==> config.mk <==
export PLATFORM = sky130hd
export DESIGN_NAME = alu_div_seq
export DESIGN_NICKNAME = d
export VERILOG_FILES = /design/src/rtl/alu_div_seq.sv
export SDC_FILE = /design/constraint.sdc
export NUM_CORES = 1
export LEC_CHECK = 0
export CORE_ASPECT_RATIO = 0.5
export CORE_MARGIN = 2
export CORE_UTILIZATION = 55
export DETAILED_ROUTE_END_ITERATION = 8
export DONT_BUFFER_PORTS = 1
export PLACE_DENSITY = 0.82
export RECOVER_POWER = 100
export SLEW_MARGIN = 20
export SYNTH_ARGS = -nofsm -noshare
export SYNTH_HDL_FRONTEND = slang
export SYNTH_SLANG_ARGS = --single-unit
==> constraint.sdc <==
create_clock -name i_clk -period 7.2 [get_ports i_clk]
set_input_delay 0.72 -clock i_clk [delete_from_list [all_inputs] [get_ports i_clk]]
set_output_delay 0.72 -clock i_clk [all_outputs]
set_load 0.02 [all_outputs]
==> src/rtl/alu_div_seq.sv <==
// ---------------------------------------------------------------------------
// alu_div_seq
//   Iterative restoring divider for the RV32M DIV/DIVU/REM/REMU instructions.
//   A request is accepted in IDLE, runs DATA_W trial-subtract iterations in
//   CALC (one per clock), then presents the result in DONE with a single
//   o_valid pulse. The control unit stalls the PC while o_busy is high.
//
//   Optional feature macro: ALU_DIV_EARLY_EXIT_EN
//     When defined, divide-by-zero and signed overflow bypass CALC and go
//     straight to DONE at the accept edge. Results are identical either way.
//
// Ports
//   i_clk         in   1       clock, rising edge
//   i_rst_n       in   1       asynchronous active-low reset
//   i_start       in   1       start request, accepted only in IDLE
//   i_op          in   2       00 DIV, 01 DIVU, 10 REM, 11 REMU
//   i_div_a       in   DATA_W  dividend, sampled on accept
//   i_div_b       in   DATA_W  divisor, sampled on accept
//   o_busy        out  1       high in CALC and DONE
//   o_valid       out  1       one-cycle pulse, result ready
//   o_div_result  out  DATA_W  quotient or remainder; held until next DONE
// ---------------------------------------------------------------------------
module alu_div_seq #(
  parameter int DATA_W = 32
) (
  input  logic              i_clk,
  input  logic              i_rst_n,
  input  logic              i_start,
  input  logic [1:0]        i_op,
  input  logic [DATA_W-1:0] i_div_a,
  input  logic [DATA_W-1:0] i_div_b,
  output logic              o_busy,
  output logic              o_valid,
  output logic [DATA_W-1:0] o_div_result
);

  localparam int CNT_W = (DATA_W > 1) ? $clog2(DATA_W) : 1;
  localparam logic [CNT_W-1:0]  LAST_CNT = CNT_W'(DATA_W - 1);
  localparam logic [DATA_W-1:0] MIN_NEG  = {1'b1, {(DATA_W-1){1'b0}}};

  typedef enum logic [1:0] {
    S_IDLE = 2'd0,
    S_CALC = 2'd1,
    S_DONE = 2'd2
  } state_t;

  state_t            r_state;
  logic [CNT_W-1:0]  r_cnt;
  logic [DATA_W-1:0] r_q;       // dividend magnitude shifting out, quotient shifting in
  logic [DATA_W-1:0] r_rem;     // partial remainder
  logic [DATA_W-1:0] r_b_mag;   // divisor magnitude
  logic [DATA_W-1:0] r_a;       // original dividend, needed for the divide-by-zero remainder
  logic              r_is_rem;
  logic              r_neg_q;
  logic              r_neg_r;
  logic              r_div0;
  logic              r_ovf;

  // Accept-side decode of the incoming operands
  logic              w_signed;
  logic [DATA_W-1:0] w_a_mag;
  logic [DATA_W-1:0] w_b_mag;
  logic              w_in_div0;
  logic              w_in_ovf;

  assign w_signed  = ~i_op[0];
  // -2^(W-1) negates to itself, which is exactly the unsigned magnitude wanted
  assign w_a_mag   = (w_signed && i_div_a[DATA_W-1]) ? -i_div_a : i_div_a;
  assign w_b_mag   = (w_signed && i_div_b[DATA_W-1]) ? -i_div_b : i_div_b;
  assign w_in_div0 = (i_div_b == '0);
  assign w_in_ovf  = w_signed && (i_div_a == MIN_NEG) && (i_div_b == '1);

  // One restoring iteration. The shifted remainder is W+1 bits wide; its
  // low W bits go through the A + ~B + 1 adder. When the top bit is set the
  // shifted value already exceeds any W-bit divisor, so there is no borrow
  // and the W-bit adder output is the exact difference.
  logic [DATA_W:0]   w_rem_shift;
  logic [DATA_W-1:0] w_diff;
  logic              w_carry;
  logic              w_no_borrow;
  logic [DATA_W-1:0] w_rem_next;
  logic [DATA_W-1:0] w_q_next;

  assign w_rem_shift          = {r_rem, r_q[DATA_W-1]};
  assign {w_carry, w_diff}    = {1'b0, w_rem_shift[DATA_W-1:0]} + {1'b0, ~r_b_mag}
                                + (DATA_W+1)'(1);
  assign w_no_borrow          = w_rem_shift[DATA_W] | w_carry;
  assign w_rem_next           = w_no_borrow ? w_diff : w_rem_shift[DATA_W-1:0];
  assign w_q_next             = {r_q[DATA_W-2:0], w_no_borrow};

  // Final result from the last iteration, with sign fix-up and forced cases
  logic [DATA_W-1:0] w_quot_fin;
  logic [DATA_W-1:0] w_rem_fin;
  logic [DATA_W-1:0] w_final;

  assign w_quot_fin = r_neg_q ? -w_q_next : w_q_next;
  assign w_rem_fin  = r_neg_r ? -w_rem_next : w_rem_next;

  always_comb begin
    w_final = r_is_rem ? w_rem_fin : w_quot_fin;
    if (r_div0) begin
      w_final = r_is_rem ? r_a : '1;
    end else if (r_ovf) begin
      w_final = r_is_rem ? '0 : MIN_NEG;
    end
  end

`ifdef ALU_DIV_EARLY_EXIT_EN
  logic [DATA_W-1:0] w_special_result;
  assign w_special_result = w_in_div0 ? (i_op[1] ? i_div_a : '1)
                                      : (i_op[1] ? '0 : MIN_NEG);
`endif

  always_ff @(posedge i_clk or negedge i_rst_n) begin
    if (!i_rst_n) begin
      r_state      <= S_IDLE;
      r_cnt        <= '0;
      r_q          <= '0;
      r_rem        <= '0;
      r_b_mag      <= '0;
      r_a          <= '0;
      r_is_rem     <= 1'b0;
      r_neg_q      <= 1'b0;
      r_neg_r      <= 1'b0;
      r_div0       <= 1'b0;
      r_ovf        <= 1'b0;
      o_busy       <= 1'b0;
      o_valid      <= 1'b0;
      o_div_result <= '0;
    end else begin
      case (r_state)
        S_IDLE: begin
          o_valid <= 1'b0;
          if (i_start) begin
            r_cnt    <= '0;
            r_rem    <= '0;
            r_q      <= w_a_mag;
            r_b_mag  <= w_b_mag;
            r_a      <= i_div_a;
            r_is_rem <= i_op[1];
            r_neg_q  <= w_signed && (i_div_a[DATA_W-1] ^ i_div_b[DATA_W-1]);
            r_neg_r  <= w_signed && i_div_a[DATA_W-1];
            r_div0   <= w_in_div0;
            r_ovf    <= w_in_ovf;
            o_busy   <= 1'b1;
`ifdef ALU_DIV_EARLY_EXIT_EN
            if (w_in_div0 || w_in_ovf) begin
              r_state      <= S_DONE;
              o_valid      <= 1'b1;
              o_div_result <= w_special_result;
            end else begin
              r_state <= S_CALC;
            end
`else
            r_state <= S_CALC;
`endif
          end
        end

        S_CALC: begin
          r_q   <= w_q_next;
          r_rem <= w_rem_next;
          r_cnt <= r_cnt + 1'b1;
          if (r_cnt == LAST_CNT) begin
            r_state      <= S_DONE;
            o_valid      <= 1'b1;
            o_div_result <= w_final;
          end
        end

        S_DONE: begin
          r_state <= S_IDLE;
          o_valid <= 1'b0;
          o_busy  <= 1'b0;
        end

        default: begin
          r_state <= S_IDLE;
          o_valid <= 1'b0;
          o_busy  <= 1'b0;
        end
      endcase
    end
  end

endmodule
==> results_dict.tcl, run 1 <==
set metrics [dict create \
    crit_slowest_cell "a2111oi_0" \
    grt_util_all_layers_pct 33.5 \
    grt_max_degree 175 \
    wire_per_inst_um 22.1 \
    finalInstanceArea_um2 13600 \
    clock_path_buffers 2 \
    hold_violations 0 \
    synth_edf_count 0 \
    vias 12600 \
    path_max_fanout 53 \
    drt-initial-drc-count 1634 \
    grt-ovfl-total 0 \
    cts_tree "done" \
    area_growth_pct 4.59 \
    holdWs_ns 0.361 \
    drive_gt1_share_pct 4.85 \
    h-tree-depth 4 \
    synth_top_area_share_pct 33.5 \
    status "finished, violations left" \
    crit_buf_inv 1 \
    synth.distinct_cells 93 \
    slew_headroom_pct -198 \
    dpl_cell_area_um2 13100 \
    io_pins 103 \
    rrSetupSlack_ns 1.07 \
    grt_first_pass_wirelength_um 65700 \
    synth_common_cells "nand2_1 (233), o21ai_0 (217), dfrtp_1 (174)" \
    numCtsBuffers 17 \
    num-fill-cells 2024 \
    syn_inst 1641 \
    cp_cell_sequence "inv_1, ha_1, fa_1, nand2b_1, a21oi_1, a21oi_1, o21ai_4, a21o_4, nand2_1, o21ai_0, ha_1, nand2_1, a2111oi_0, o21ai_2, nor4_4, nor2_1, or4_1, nor3_2, mux2i_1, o31a_1" \
    grt_pass1_vias 11400 \
    endpoint_kind "flip-flop" \
    cts_root_buf "clkbuf_16" \
    dieHeight_um 113 \
    syn_area_um2 13000 \
    ant_nets 0 \
    setup_viol_count_final 0 \
    max_stage_delay_ns 0.76 \
    dieArea_um2 25000 \
    syn_nets 1750 \
    min_period_ns 6.13 \
    crit_family "compound AO/OA/AOI/OAI gates" \
    drt-vias-per-instance 6.64 \
    worstSetupStartpointType "flip-flop" \
    rows 39 \
    maxCapViolCount 5 \
    die_width_um 221 \
    yosysWarnings 0 \
    avgSynthCellArea_um2 7.92 \
    clock_latency_ns 0.46 \
    antenna_cells 0 \
    synth_seq_cells 174 \
    antenna_found_initial 0 \
    post_cts_buffers 0 \
    fp.coreArea_um2 23000 \
    tns_ns 0 \
    nets 1682 \
    synth_most_common_cell "nand2_1" \
    fmax_mhz 163 \
    violations "capacitance limit, slew limit" \
    synth.yosys.seq_area_share_pct 33.5 \
    port_buffers 0 \
    yosysTopAreaCell "dfrtp_1" \
    slew_violations 420 \
    ys_async_sr_fraction_pct 100 \
    clkTransAtPathRegs_ns 0.08 \
    path_class "flip-flop to flip-flop" \
    finalCritPeriodShare_pct 85.1 \
    synthTopCellsByArea "dfrtp_1 (34%), o21ai_0 (8.4%), nand2_1 (6.7%)" \
    dp_hpwl_um 30300 \
    routed_wl_um 41900 \
    crit_arrival_ns 6.47 \
    start_util_pct 56.6 \
    route.detailed.drc 0 \
    worst_slew_pin_slew_ns 4.47 \
    fin_worst_skew_ns 0.0144 \
    drtPass1Iterations 6 \
    crit_required_ns 7.55 \
    synthFlopType "dfrtp_1" \
    gp_congestion 0.968 \
    hp-class "primary input to flip-flop" \
    rsz0062_at_grt "no" \
    cts_resized 0 \
    cts.sinks 174 \
]
==> cell families after synthesis <==
kind of cell / share of synthesized area, %
simple gates: 21.2
flops: 33.5
buf+inv: 5.15
fa+ha+maj: 3.91
xor+xnor: 8.76
mux: 1.91
compound gates: 25.5
==> registers in the layout (all words and copies together), names as in the netlist, 2 cells and up <==
name and count:
r_rem 32, r_cnt 5, r_q 32, o_div_result 32
r_b_mag 32, r_a 32, r_state 2
==> final timing paths <==
kind | cells after the start | to | startpoint
worst max register to register | 20 | o_div_result[30] | r_q[31]
worst min-delay path | 1 | r_neg_q | i_op[0]
min in group asynchronous | 1 | r_a[3] | i_rst_n
worst min register to register | 2 | r_b_mag[7] | r_b_mag[7]
max in group asynchronous | 1 | r_b_mag[19] | i_rst_n
worst max-delay path | 20 | o_div_result[30] | r_q[31]
==> cell type report <==
class                   instances  area (µm²)  area share [%]
multi-input cells            1304        7950            58.4
flip-flops and latches        174        4350            32.0
clock buffers                  18         439            3.23
well taps                     307         384            2.83
inverters                      61         229            1.68
clock inverters                14         146            1.08
repair buffers                 15        96.3           0.709
==> worst reg2reg max path: cells and delay by family (launching register included) <==
family / cells / cell delay [ns]
AO/OA/AOI/OAI: 8 / 2.86
adder cells (fa/ha/maj): 3 / 0.95
flip-flops: 1 / 0.47
buffers and inverters: 1 / 0.09
AND/OR/NAND/NOR: 7 / 1.54
multiplexers: 1 / 0.10
==> cell usage in the layout, fill, tap and decap left out, types with 5 or more instances in the layout <==
cell / netlist / routed
buf_4: 2 / 10
and4_1: 11 / 11
nor2_1: 109 / 108
a211oi_1: 5 / 5
o21a_1: 6 / 6
a221oi_1: 15 / 15
xor2_1: 52 / 52
a21boi_0: 6 / 6
nand2b_1: 12 / 11
nor3_1: 39 / 39
and2_1: 8 / 8
o41ai_1: 10 / 10
o21bai_1: 5 / 5
inv_6: 0 / 5
a31oi_1: 15 / 15
mux2_2: 6 / 5
a21o_1: 7 / 7
o211ai_1: 10 / 10
and3_1: 8 / 8
o21ai_0: 217 / 217
mux2i_1: 18 / 18
o31ai_1: 29 / 30
inv_1: 60 / 61
o21ai_1: 6 / 6
ha_1: 39 / 39
nand3_1: 64 / 64
or4_1: 8 / 9
nand2_1: 233 / 234
nand4_1: 22 / 22
or3_1: 16 / 16
a2111oi_0: 5 / 6
a21oi_1: 102 / 103
nor2b_1: 7 / 7
o221ai_1: 8 / 8
a22oi_1: 36 / 36
dfrtp_1: 174 / 174
nor4_1: 20 / 20
xnor2_1: 78 / 78
clkbuf_16: 0 / 17
==> per-stage QoR <==
step / setup slack (ns) / cells / util [%]
2_1_floorplan: 2.00 / 1641 / -
3_3_place_gp: 2.02 / 1860 / 56.8
3_5_place_dp: 1.88 / 1860 / 56.8
4_1_cts: 1.86 / 1893 / 59.5
5_1_grt: 0.744 / 1893 / 59.1
6_report: 1.07 / 1893 / 59.1
==> metal layers <==
metal  wire length [µm]  GRT usage (%)  vias to the layer above  share of wire (%)
li1                   -              -                     5806                  -
met1              19900           51.5                     6050                 47
met2              17100           46.8                      648                 41
met3               4120           8.44                       69                9.8
met4                829           7.92                        0                2.0
met5                  0              0                        -                  0
==> timing repair <==
item,CTS,global route
hold buffers,1,0
hold endpoints to repair,174,0
setup endpoints to repair,0,0
Power of run 1 is left out: the tool's default activity adds up to more than one toggle a clock period on the data nets, which glitch-free logic cannot reach.
==> run 2, diff against run 1 <==
--- a/config.mk
+++ b/config.mk
@@ -8,8 +8,8 @@
 export CORE_ASPECT_RATIO = 0.5
 export CORE_MARGIN = 2
-export CORE_UTILIZATION = 55
+export CORE_UTILIZATION = 60
 export DETAILED_ROUTE_END_ITERATION = 8
 export DONT_BUFFER_PORTS = 1
-export PLACE_DENSITY = 0.82
+export PLACE_DENSITY = 0.88
 export RECOVER_POWER = 100
 export SLEW_MARGIN = 20
@@ -17,2 +17,3 @@
 export SYNTH_HDL_FRONTEND = slang
 export SYNTH_SLANG_ARGS = --single-unit
+export TNS_END_PERCENT = 50
==> constraint.sdc (replaced) <==
create_clock -name i_clk -period 7.2 [get_ports i_clk]
set_input_delay 0.36 -clock i_clk [delete_from_list [all_inputs] [get_ports i_clk]]
set_output_delay 0.36 -clock i_clk [all_outputs]
set_load 0.02 [all_outputs]
==> run 2 against run 1 <==
  * The flow still finishes with violations (capacitance limit, slew limit)
  * Routed wire length fell by 1.5%
  * Design area rose by 0.65%
  * Cell count fell by 0.32%
  * Hold slack got worse by 0.36 ns
  * Critical path depth fell by 4
  * Register-to-register slack barely moved
  * Setup slack improved by 0.0071 ns
  * Via count rose by 0.72%
  * Count of clock-buffer cells in the layout rose by 2
  * Maximum frequency rose by 0.12%
  * Utilization rose by 6.4 points
==> results_dict.tcl, run 2 (synthesis gave the netlist of run 1 again) <==
set metrics [dict create \
    status "finished, violations left" \
    violations "capacitance limit, slew limit" \
    dp_hpwl_um 29600 \
    drt-vias-per-instance 6.71 \
    use_met1_pct 56.1 \
    start_util_pct 62.3 \
    worstSetupStartpointType "flip-flop" \
    dp_slack_ns 1.86 \
    crit_arrival_ns 6.46 \
    rsz0062_at_grt "no" \
    slew_violations 461 \
    grt_pass1_vias 11600 \
    rows 37 \
    crit_required_ns 7.54 \
    route.detailed.drc 0 \
    io_pins 103 \
    clock_path_buffers 2 \
    fin_util_pct 65.5 \
    vias 12700 \
    area_growth_pct 5.28 \
    gp_congestion 0.958 \
    setup_viol_count_final 0 \
    layout.cells.most_common_list "nand2_1 (234), o21ai_0 (218), dfrtp_1 (174)" \
    grt_first_pass_wirelength_um 65200 \
    globalRouteMet2Util_pct 52.6 \
    grt_util_all_layers_pct 37.1 \
    cts_tree "done" \
    busiest_layer "met1" \
    use_met3_pct 8.86 \
    hp-class "primary input to flip-flop" \
    final_common_cell "nand2_1" \
    port_buffers 0 \
    grt_max_degree 175 \
    clkTransAtPathRegs_ns 0.07 \
    drive_gt1_share_pct 4.58 \
    hold_violations 0 \
    antenna_found_initial 1 \
    h-tree-depth 4 \
    min_period_ns 6.12 \
    cts.sinks 174 \
    antenna_cells 0 \
    grt-ovfl-total 0 \
    holdWs_ns 0.00610 \
    fin_worst_skew_ns 0.0144 \
    endpoint_kind "flip-flop" \
    ant_nets 0 \
    finalCritPeriodShare_pct 85.0 \
    fmax_mhz 163 \
    finalWorstSetupSlack_ns 1.08 \
    clock_latency_ns 0.47 \
    drt-initial-drc-count 1943 \
    routed_wl_um 41200 \
    fp.coreArea_um2 20900 \
    nets 1691 \
    cts_root_buf "clkbuf_16" \
    dieArea_um2 22900 \
    die_width_um 212 \
    path_max_fanout 53 \
    cts_resized 0 \
    critPathMostFrequentCell "inv_1" \
    slew_headroom_pct -189 \
    tns_ns 0 \
    seq_area_um2 4350 \
    cp_cell_sequence "inv_1, ha_1, fa_1, nand2b_1, a21oi_2, a21oi_1, o21ai_4, a21o_4, inv_1, clkbuf_1, and4_1, o22ai_1, o21bai_1, o2111ai_1, o31a_1, a221o_1" \
    path_class "flip-flop to flip-flop" \
    post_cts_buffers 0 \
    max_stage_delay_ns 0.78 \
    crit_slowest_cell "clkbuf_1" \
    worst_slew_pin_slew_ns 4.33 \
    drtPass1Iterations 6 \
    dieHeight_um 108 \
    cts-hold-fix-buffers 14 \
    wire_per_inst_um 21.9 \
    maxCapViolCount 6 \
    numCtsBuffers 17 \
    num-fill-cells 1760 \
    multi_input_area_um2 7970 \
]
run 2: cell types whose count changed in the layout (fill, tap and decap cells not counted), moves of 3 or more:
cell           previous run  this run
inv_6                     5         2
dlygate4sd3_1             0        13
buf_4                    10         5
clkbuf_1                  3         6
run 2: layout make-up:
class                      count  area share (%)
tap                          292            2.67
timing repair buffer          24            1.41
clock inverter                12           0.924
multi-input combinational   1304            58.2
inverter                      61            1.67
sequential                   174            31.8
clock buffer                  20            3.26
run 2: final timing paths:
kind,startpoint,to,slack (ns),depth (start not counted)
worst max-delay path,r_q[31],o_div_result[29],1.08,16
worst min-delay path,i_div_a[20],r_a[20],0.006,2
worst max register to register,r_q[31],o_div_result[29],1.08,16
worst min register to register,r_a[27],r_a[27],0.48,2
max in group asynchronous,i_rst_n,r_b_mag[19],2.77,2
min in group asynchronous,i_rst_n,r_cnt[0],1.91,2
run 2: critical path: cells and delay by family, from the launching register on:
family	cells	cell delay (ns)
compound gates	9	2.74
fa+ha+maj	2	0.66
flops	1	0.47
simple gates	2	0.74
buf+inv	3	1.36
run 2: through the flow:
| step | instance area, µm² | cells |
|---|---|---|
| 2_1_floorplan | 13000 | 1641 |
| 3_3_place_gp | 13000 | 1841 |
| 3_5_place_dp | 13000 | 1841 |
| 4_1_cts | 13700 | 1887 |
| 5_1_grt | 13700 | 1887 |
| 6_report | 13700 | 1887 |
run 2: per-layer routing:
layer	vias to the layer above	wire (µm)
met4	2	827
li1	5828	-
met1	6049	18800
met3	68	4790
met2	716	16800
met5	-	13
Power of run 2 is left out for the same reason.
